### src/rtl/pwm_multichannel.sv
// Multichannel PWM generator with edge/center-aligned counting and a
// double-buffered configuration that is applied on a period wrap.
module pwm_multichannel #(
  parameter int bitwidth     = 10,
  parameter int channels     = 4,
  parameter int reset_period = 2**bitwidth-1
) (
  input  logic                         clock,
  input  logic                         reset,
  input  logic                         enable,
  input  logic                         update_valid,
  output logic                         update_ready,
  input  logic [bitwidth-1:0]          new_period,
  input  logic                         new_center_aligned,
  input  logic [channels*bitwidth-1:0] new_rising,
  input  logic [channels*bitwidth-1:0] new_falling,
  input  logic [channels-1:0]          new_polarity,
  output logic [bitwidth-1:0]          counter,
  output logic                         period_end,
  output logic [channels-1:0]          generated_signals
);
  localparam logic [bitwidth-1:0] RST_PERIOD = bitwidth'(reset_period);

  // Handshake: a configuration transfers on any clock edge where
  // update_valid && update_ready; update_ready is high whenever the pending slot is empty.

  logic [bitwidth-1:0]          act_period_q, pend_period_q;
  logic                         act_center_q, pend_center_q;
  logic [channels*bitwidth-1:0] act_rise_q, pend_rise_q;
  logic [channels*bitwidth-1:0] act_fall_q, pend_fall_q;
  logic [channels-1:0]          act_pol_q, pend_pol_q;
  logic                         pend_full_q;
  logic [bitwidth-1:0]          cnt_q, cnt_d;
  logic                         dir_up_q, dir_up_d;
  logic [channels-1:0]          gen_q, act_hit;
  logic                         wrap, xfer;

  always_comb begin
    cnt_d    = cnt_q + 1'b1;
    dir_up_d = 1'b1;
    if (!act_center_q) begin
      if (cnt_q >= act_period_q) cnt_d = '0;
    end else if (act_period_q == '0) begin
      cnt_d = '0;
    end else if (dir_up_q && (cnt_q < act_period_q)) begin
      cnt_d = cnt_q + 1'b1;
    end else if (cnt_q == '0) begin
      cnt_d = {{(bitwidth-1){1'b0}}, 1'b1};
    end else begin
      // Descending: turn upward again as soon as the next value is 0.
      cnt_d    = cnt_q - 1'b1;
      dir_up_d = (cnt_d == '0);
    end
  end

  assign wrap = enable && (cnt_d == '0);
  assign xfer = pend_full_q && (wrap || !enable);

  always_comb begin
    act_hit = '0;
    for (int k = 0; k < channels; k++) begin
      act_hit[k] = (act_rise_q[k*bitwidth +: bitwidth] <= cnt_q) &&
                   (cnt_q < act_fall_q[k*bitwidth +: bitwidth]);
    end
  end

  always_ff @(posedge clock) begin
    if (reset) begin
      act_period_q  <= RST_PERIOD;
      act_center_q  <= 1'b0;
      act_rise_q    <= '0;
      act_fall_q    <= '0;
      act_pol_q     <= '0;
      pend_period_q <= '0;
      pend_center_q <= 1'b0;
      pend_rise_q   <= '0;
      pend_fall_q   <= '0;
      pend_pol_q    <= '0;
      pend_full_q   <= 1'b0;
      cnt_q         <= '0;
      dir_up_q      <= 1'b1;
      gen_q         <= '0;
    end else begin
      if (xfer) begin
        act_period_q <= pend_period_q;
        act_center_q <= pend_center_q;
        act_rise_q   <= pend_rise_q;
        act_fall_q   <= pend_fall_q;
        act_pol_q    <= pend_pol_q;
        pend_full_q  <= 1'b0;
        cnt_q        <= '0;
        dir_up_q     <= 1'b1;
      end else if (enable) begin
        cnt_q    <= cnt_d;
        dir_up_q <= dir_up_d;
      end
      // Capture and transfer are exclusive: capture needs an empty slot.
      if (update_valid && !pend_full_q) begin
        pend_period_q <= new_period;
        pend_center_q <= new_center_aligned;
        pend_rise_q   <= new_rising;
        pend_fall_q   <= new_falling;
        pend_pol_q    <= new_polarity;
        pend_full_q   <= 1'b1;
      end
      gen_q <= enable ? (act_hit ^ act_pol_q) : act_pol_q;
    end
  end

  assign update_ready      = !pend_full_q;
  assign counter           = cnt_q;
  assign period_end        = wrap;
  assign generated_signals = gen_q;
endmodule

### config.mk
export PLATFORM = sky130hd
export DESIGN_NAME = pwm_multichannel
export DESIGN_NICKNAME = d
export VERILOG_FILES = /design/src/rtl/pwm_multichannel.sv
export SDC_FILE = /design/constraint.sdc
export NUM_CORES = 1
export LEC_CHECK = 0
export ABC_AREA = 1
export BUFFER_PORTS_ARGS = -buffer_cell sky130_fd_sc_hd__buf_2
export CAP_MARGIN = 15
export CORE_UTILIZATION = 46
export DETAILED_ROUTE_END_ITERATION = 16
export HOLD_SLACK_MARGIN = 0.08
export PLACE_DENSITY = 0.68
export SYNTH_ARGS = -nofsm -noshare
export SYNTH_HDL_FRONTEND = slang
export SYNTH_SLANG_ARGS = --single-unit
export TNS_END_PERCENT = 1
### constraint.sdc
create_clock -name clock -period 5.2 [get_ports clock]
set_input_delay 0.78 -clock clock [delete_from_list [all_inputs] [get_ports clock]]
set_output_delay 0.78 -clock clock [all_outputs]
set_load 0.03 [all_outputs]
==> impl_results.md <==
- WS Path Type: register to output port
- Number of placement rows: 55
- DRC viols: 0
- ANT nets after route: 0
- Clock Pin Slew Worst Setup and Hold Paths: 0.06 ns
- Post-route setup TNS: 0 ns
- Synth Area in Adders: 0.1063
- Synth Area in Simple Gates: 0.2153
- Syn Nets: 1,656
- Clock sink total: 206
- Setup crit end kind: output port
- I/O pin count: 115
- Syn_area_per_cell: 7.224 um^2
- Post-layout util: 0.5271
- RSZ-0062 raised after global routing: false
- Vias: 9,361
- Largest family of logic cells by synthesized area: simple AND/OR/NAND/NOR gates
- Initial drt markers: 499
- Setup violators final: 0
- Post-CTS Setup Bufs: 0
- YS warnings: 0
- CTS tree: yes
- Top post-synthesis cells by area: dfxtp_1 (39%), ha_1 (11%), a21oi_1 (10%)
- Power Dens Cells: 349.7 nW/um^2
- Nets: 1,721
- Max Fclk: 253.6 MHz
- DR vias/cell: 5.104
- Hold path depth: 2
- Clock period minus worst slack: 3.944 ns
- Share of cells above drive strength 1: 0.1227
- Worst flop-to-flop path startpoint: counter[2]$_SDFFE_PP0P_
- Total GRT Usage: 0.2109
- WP data arrival: 3.16 ns
- Hold_sp: pend_rise_q[12]$_SDFFE_PP0P_
- Final Skew: 0.02222 ns
- HP Class: register to register
- Worst Setup Start Kind: register
- Slowest CP cell: dfxtp_1
- Period utilisation layout: 0.7584
- Slew at the pin closest to its max-slew limit: 0.9766 ns
- Gate Count Post-Synth: 1,467
- Grt total ovfl: 0
- Die area: 23,650 um^2
- H-tree levels: 1
- Critical Path Start: counter[2]$_SDFFE_PP0P_
- Final Worst Setup Slack: 1.256 ns
- Relative slew slack: 0.3490
- Routability cong.: 0.9255
- Critical Path Max Stage Delay: 0.76 ns
- Worst Hold End: pend_rise_q[12]$_SDFFE_PP0P_
- Initial antenna violation count: 1
- VDD IR max: 0.2225 mV
- Most frequent cells after synthesis: nand2_1 (215), a21oi_1 (214), dfxtp_1 (206)
- Root Buffer: clkbuf_16
- ANT cells: 0
- Post-DP HPWL: 16.96 mm
- Final wirelength: 25.39 mm
- Num CTS Buffers: 23
- Tot Pwr: 4.173 mW
- Sequential cell area fraction in the yosys report: 0.3891
- Clock Path Buffers: 3
- Flops & latches, synth: 206
- Endpoints failing hold: 0
- Cell taking the most area after synthesis: dfxtp_1
- Die X: 153.8 um
- Mux share of post-synthesis cell area: 0
- Top-count cell post-synth: nand2_1
- Largest net degree at the start of global routing: 132
- Reg2Reg Capture Point: act_rise_q[27]$_SDFFE_PP0P_
- Area Overhead vs Synth: 12.61%
- Post-synth EDFFs: 0
- Hold_buf cts: 0
- Pre-CTS setup slack: 1.422 ns
- Top FF cell, synth: dfxtp_1
- Vias in the first global route: 8,329
- Core Box Area: 22,640 um^2
- Async SR Flop Fraction: 0
- Post-route cell area: 11,930 um^2
- Worst path cell trace: ha_1 > nand2_1 > nor2_1 > nand3_1 > nand2_2 > nor2_8 > nand2_2 > or2_0 > nand2_1 > nand2_1 > nor2_1 > nand3_2 > nor2_1 > buf_2
- Yosys top cell area share: 0.3891
- Critical path's top delay family: simple AND/OR/NAND/NOR gates
- Worst-path maximum fanout: 13
- Die Height: 153.8 um
- Global-route wire length before repair: 41.14 mm
- PortBufs: 114
- Synth Cell Area: 10,600 um^2
- R2R setup slack: 1.38 ns
- Drt pass-1 iters: 5
- Clk_lat worst skew: 0.52 ns
- R2r worst-path depth: 17
- Starting Density: 0.4681
- Synth unique cells: 40
- Static Leak: 5.531 nW
- Status: complete, no violations
- Post-CTS sizing: 0
- DR WL/cell: 13.84 um
- Fill count: 2,220
- WP data required: 4.42 ns
- Placement-stage cell area: 11,230 um^2
- Slew Limit Fails: 0
- Xor-xnor portion of the synthesized cell area: 0.01157
- CP Buf/Inv Count: 1
- Complex-gate fraction of the synthesized area: 0.1733
- Max Cap Viol: 0
==> registers in the layout, summed over array words and instances, names as in the netlist, 10 cells and up <==
name	count
act_fall_q	40
act_rise_q	40
pend_fall_q	40
pend_rise_q	40
act_period_q	10
counter	10
pend_period_q	10
==> per-layer routing <==
layer | vias up | GRT usage | wire (um)
met5 | - | 0 | 10
met4 | 2 | 0.05190 | 425
met3 | 39 | 0.02931 | 1076
met2 | 167 | 0.3383 | 11390
met1 | 4222 | 0.2977 | 12490
li1 | 4931 | - | -
==> report_power, final <==
group / leakage [nW] / switching, mW / internal (mW) / total [mW]
clock: 0.349 / 0.649 / 0.862 / 1.51
combinational: 3.48 / 0.535 / 0.312 / 0.847
sequential: 1.70 / 0.0839 / 1.73 / 1.82
total: 5.53 / 1.27 / 2.91 / 4.17
==> layout make-up <==
cell class | instances | area [um^2] | share of cell area
multi-input combinational | 992 | 5375 | 0.4504
clock inverter | 10 | 60.06 | 0.005033
sequential | 206 | 4128 | 0.3459
tap | 285 | 356.6 | 0.02988
inverter | 183 | 689.4 | 0.05777
timing repair buffer | 126 | 685.7 | 0.05745
clock buffer | 32 | 639.4 | 0.05358
==> per-stage QoR <==
stage / instances / hold WS [ns]
2_1_floorplan: 1467 / 0.4289
3_3_place_gp: 1792 / 0.4419
3_5_place_dp: 1792 / 0.4441
4_1_cts: 1834 / 0.4537
5_1_grt: 1834 / 0.4662
6_report: 1834 / 0.4510
==> worst min-delay path, delay by kind of cell, from the launching register on <==
family | cells | cell delay, ns
compound gates | 1 | 0.05
buf+inv | 1 | 0.06
flops | 1 | 0.29
==> kinds of logic after synthesis <==
| family | Yosys count |
|---|---|
| compound gates | 354 |
| xor+xnor | 14 |
| fa+ha+maj | 90 |
| buf+inv | 269 |
| flops | 206 |
| simple gates | 534 |
==> cells in the final DEF (no fill, tap or decap), types with 2 or more instances in the layout <==
| cell | count |
|---|---|
| nand2_1 | 214 |
| a21oi_1 | 214 |
| dfxtp_1 | 205 |
| inv_1 | 171 |
| nor2_1 | 154 |
| nand3_1 | 133 |
| o21ai_0 | 119 |
| buf_2 | 114 |
| ha_1 | 90 |
| clkbuf_16 | 23 |
| xor2_1 | 11 |
| inv_2 | 10 |
| nand4_1 | 10 |
| buf_4 | 10 |
| clkinv_2 | 7 |
| nor3_1 | 6 |
| clkbuf_1 | 6 |
| a211oi_1 | 5 |
| nor2_2 | 4 |
| o211ai_1 | 4 |
| o21ai_1 | 3 |
| xnor2_1 | 3 |
| clkbuf_8 | 3 |
| a21oi_2 | 2 |
| nand2_2 | 2 |
| nand3_2 | 2 |
| nand2_4 | 2 |
| o211a_1 | 2 |
| nor3b_1 | 2 |
| inv_6 | 2 |
| buf_12 | 2 |
==> worst max-delay path by stage <==
stage,to,depth (start not counted),slack [ns]
6_report,period_end,14,1.26
2_1_floorplan,period_end,11,1.89
5_1_grt,period_end,14,1.09
3_3_place_gp,counter[5]$_SDFFE_PP0P_,16,1.52
4_1_cts,period_end,14,1.23
3_5_place_dp,counter[2]$_SDFFE_PP0P_,16,1.42
Power figures use the tool's default switching activity.
